`src/rtl/mux_rr_n.sv`:
```
// mux_rr_n: N-channel registered mux, manual or round-robin select, valid/ready on both sides.
// Define MUX_PARITY_EN to add out_parity (even parity of out_data, registered alongside it).
module mux_rr_n #(
    parameter int WIDTH = 8,
    parameter int N = 4,
    localparam int SELW = $clog2(N)
) (
    input  logic               clk,
    input  logic               rst,
    input  logic               mode,
    input  logic [SELW-1:0]    sel,
    input  logic [N*WIDTH-1:0] in_data,
    input  logic [N-1:0]       in_valid,
    output logic [N-1:0]       in_ready,
    output logic [WIDTH-1:0]   out_data,
    output logic               out_valid,
    input  logic               out_ready,
`ifdef MUX_PARITY_EN
    output logic [SELW-1:0]    out_chan,
    output logic               out_parity
`else
    output logic [SELW-1:0]    out_chan
`endif
);
    logic              r_out_valid;
    logic [WIDTH-1:0]  r_out_data;
    logic [SELW-1:0]   r_out_chan;
    logic [SELW-1:0]   r_ptr;
    logic              w_valid_nxt;
    logic              w_rr_hit;
    logic [SELW-1:0]   w_rr_chan;
    logic [SELW-1:0]   w_scan;
    logic              w_has;
    logic [SELW-1:0]   w_cand;
    logic              w_can_load;
    logic              w_grant;
    logic              w_xfer;
    logic [WIDTH-1:0]  w_cand_data;
    logic [SELW-1:0]   w_ptr_nxt;

    // Scan downward so the last hit written is the first valid channel at or after r_ptr.
    always_comb begin
        w_rr_hit  = 1'b0;
        w_rr_chan = '0;
        w_scan    = '0;
        for (int k = N - 1; k >= 0; k--) begin
            w_scan = (int'(r_ptr) + k >= N) ? SELW'(int'(r_ptr) + k - N) : SELW'(int'(r_ptr) + k);
            if (in_valid[w_scan]) begin
                w_rr_hit  = 1'b1;
                w_rr_chan = w_scan;
            end
        end
    end

    assign w_has       = mode ? w_rr_hit : (int'(sel) < N);
    assign w_cand      = mode ? w_rr_chan : sel;
    assign w_can_load  = ~r_out_valid | out_ready;
    assign w_grant     = w_can_load & w_has & ~rst;
    assign w_xfer      = w_grant & in_valid[w_cand];
    assign w_cand_data = in_data[w_cand*WIDTH +: WIDTH];
    assign w_ptr_nxt   = (int'(w_cand) == N - 1) ? '0 : w_cand + 1'b1;

    // EMPTY/FULL is carried by r_out_valid; a drain with a simultaneous load stays FULL.
    always_ff @(posedge clk) begin
        if (rst) r_out_valid <= 1'b0;
        else     r_out_valid <= w_valid_nxt;
    end

    always_comb begin
        w_valid_nxt = w_xfer | (r_out_valid & ~out_ready);
    end

    always_comb begin
        in_ready = w_grant ? (N'(1) << w_cand) : '0;
    end

    always_ff @(posedge clk) begin
        if (rst) begin
            r_out_data <= '0;
            r_out_chan <= '0;
            r_ptr      <= '0;
        end else begin
            if (w_xfer) begin
                r_out_data <= w_cand_data;
                r_out_chan <= w_cand;
            end
            if (w_xfer & mode) r_ptr <= w_ptr_nxt;
        end
    end

`ifdef MUX_PARITY_EN
    logic r_out_parity;
    always_ff @(posedge clk) begin
        if (rst)         r_out_parity <= 1'b0;
        else if (w_xfer) r_out_parity <= ^w_cand_data;
    end
    assign out_parity = r_out_parity;
`endif

    assign out_valid = r_out_valid;
    assign out_data  = r_out_data;
    assign out_chan  = r_out_chan;
endmodule

```
`config.mk`:
```
export PLATFORM = sky130hd
export DESIGN_NAME = mux_rr_n
export DESIGN_NICKNAME = d
export VERILOG_FILES = /design/src/rtl/mux_rr_n.sv
export SDC_FILE = /design/constraint.sdc
export NUM_CORES = 1
export LEC_CHECK = 0
export ABC_AREA = 1
export BUFFER_PORTS_ARGS = -buffer_cell sky130_fd_sc_hd__buf_2
export CAP_MARGIN = 5
export CORE_ASPECT_RATIO = 0.7
export CORE_MARGIN = 2
export CORE_UTILIZATION = 49
export DETAILED_ROUTE_END_ITERATION = 10
export PLACE_DENSITY = 0.85
export RECOVER_POWER = 50
export SYNTH_ARGS = -nofsm -noshare
export SYNTH_HDL_FRONTEND = slang
export SYNTH_SLANG_ARGS = --single-unit
```
`constraint.sdc`:
```
create_clock -name clk -period 6.06 [get_ports clk]
set_clock_uncertainty 0.15 [all_clocks]
set_input_delay 0.606 -clock clk [delete_from_list [all_inputs] [get_ports clk]]
set_output_delay 0.606 -clock clk [all_outputs]
set_load 0.005 [all_outputs]
```
==> run metrics <==
CTS tree yes; slew at the pin closest to its max-slew limit 1.27 ns; Static Leakage 0.760 nW; Vias 1354; Congestion Overflow GR 0; clock-pin slew on the worst setup and hold paths 0.07 ns; worst min path class flop to flop; crit-path cells clkinvlp_2 -> nand2_1 -> nand2_1 -> nand2_2 -> nand3_1 -> o21ai_1 -> nand2_1 -> a21boi_0 -> ha_1 -> inv_1 -> nor2_1 -> buf_2; worst path bufs/invs 3; fmax 248 MHz; Slew Limit Fails 0; I/O pins 57; max_slew headroom 14.8%; post-synth top area share 22.7%; Resized cells post-CTS 0; Antenna Violating Nets Remaining 0; critical path endpoint category output port; fill count 225; maximum vdd drop 0.0000819 V; setup slack after layout 2.04 ns; Skew-Pair Late Insertion Delay 0.29 ns; most common cell after layout, fill and taps aside nand2_1; CTS sink count 13; slowest stage delay, CP 0.96 ns; crit path kind flop to output port; final net count 291; fin area 0.00139 sq mm; most frequent cells in the layout nand2_1 (50), buf_2 (49), nor2_1 (41), inv_1 (19); DRC Markers 0; Die X 61.8 um; CP most frequent cell nand2_1; ranking of synthesized cells by area dfxtp_1 (23%), nand2_1 (16%), nor2_1 (13%); CTS max path bufs 2; Cell Area, Placed 0.00139 sq mm; die span in y 44.4 um; cell taking the most area after synthesis dfxtp_1; synth-to-layout area growth 21.7%; Tcrit/Tclk final 66.4%; PD cells 216 mW/mm^2; hold buffer count at cts 0; Worst EP arrival 3.27 ns; WHS 0.321 ns; Via density 4.87; CTS H-tree depth 1; initial antenna violation count 0; GRT Overall Usage 21.7%; Syn. warnings 0; row cnt 14; Largest delay share family, worst path compound AO/OA/AOI/OAI gates; max-cap viol count 0; ratio of cells with drive above 1 in the final layout 27.2%; Crit-path slowest cell a21boi_0; largest net degree at the start of global routing 22; Syn Inst Count 194; RSZ-0062 raised after global routing false; routed length per instance 10.5 um; Initial Util 52.7%; drt first-iter violations 74; full die area 0.00275 sq mm; CP Data Required Time 5.30 ns; Synthesized Nets 238; first-pass GRT wire length 4390 um; CP startpoint kind flop; Antenna diodes 0; DRT Wirelength 2920 um; Finished Core Util 64.2%; critical path peak fanout 11; DP HPWL 2310 um; DR pass1 iterations 5; number of setup violations in the final report 0; routability-driven placement congestion ratio 0.931; Mean Syn Cell Area 5.90 sq um; Synth Register Bits 13; Netlist cell types 26; DP Worst Slack 3.03 ns; port buffer count 56; run status finished, final reports clean; clock root cell clkbuf_4; Seq/Total Area, Yosys 22.7%; mapped cell area 0.00114 sq mm; vias in the first global route 1021; post-layout min period 4.02 ns; Final Hold Fails 0; Post-CTS Setup Bufs 0; total CTS buffers 3; core area 0.00217 sq mm; setup TNS 0 ns
[path summary, 6_finish.rpt]
path / slack [ns] / endpoint / cells past startpoint / from
setup / recovery: 2.04 / in_ready[1] / 12 / r_ptr[0]
hold / removal: 0.32 / out_chan[0] / 2 / out_chan[0]
setup reg to reg: 2.58 / out_data[0] / 14 / r_ptr[0]
hold reg to reg: 0.32 / out_chan[0] / 2 / out_chan[0]
[registers in the layout (all words and copies together) (netlist names)]
signal and count:
out_data 8, out_chan 2, r_ptr 2, out_valid 1
[metal layers]
layer	track usage (%)	vias up	share of wire [%]
met2	32.8	54	43
met4	5.11	0	0.99
met3	6.43	4	7.5
met5	0	-	0
met1	30.2	580	48
li1	-	716	-
[final cells by class]
class / instances / area [sq um] / share of cell area (%)
flip-flops and latches: 13 / 260 / 18.7
clock buffers: 4 / 26.3 / 1.89
multi-input cells: 149 / 702 / 50.4
inverters: 24 / 93.8 / 6.73
well taps: 32 / 40.0 / 2.87
repair buffers: 56 / 272 / 19.5
[metrics by stage]
| stage | instances | power, mW |
|---|---|---|
| 2_1_floorplan | 194 | 0.220 |
| 3_3_place_gp | 274 | 0.250 |
| 3_5_place_dp | 274 | 0.252 |
| 4_1_cts | 278 | 0.306 |
| 5_1_grt | 278 | 0.328 |
| 6_report | 278 | 0.301 |
[logic make-up after synthesis]
group,synth area share [%]
flops,22.7
buf+inv,15.0
simple gates,44.4
compound gates,15.7
fa+ha+maj,2.19
[Yosys cell counts]
library cell / count
nand3_1: 13
buf_4: 1
o22ai_1: 8
a21boi_2: 1
nor2_1: 41
clkinv_1: 1
ha_1: 2
nand2_4: 3
a21oi_2: 2
inv_6: 1
a31oi_1: 1
nand4_1: 1
buf_2: 2
inv_1: 19
o21ai_0: 8
dfxtp_1: 13
inv_4: 1
nand3_2: 3
nand2_1: 49
a21oi_1: 1
nand2_2: 3
o21ai_1: 10
buf_6: 5
or2_2: 1
inv_2: 2
nor3_1: 2
[power by group]
part / internal (mW) / switching [mW] / leakage [nW]
Combinational: 0.0543 / 0.0881 / 0.638
Sequential: 0.0966 / 0.00755 / 0.107
Clock: 0.0256 / 0.0294 / 0.0150
[worst register-to-register path, stage by stage (launching register included)]
cell        delay [ns]
dfxtp_1           0.51
clkinvlp_2        0.38
nand2_1           0.13
nand2_1           0.09
nand2_2           0.09
nand3_1           0.07
o21ai_1           0.12
nand2_1           0.07
a21boi_0          0.96
nand3_2           0.12
nand2_1           0.25
nand2_4           0.19
nand2_1           0.11
nand2_1           0.06
nor2_1            0.09
Note: power is estimated with default switching activity, not from simulation.
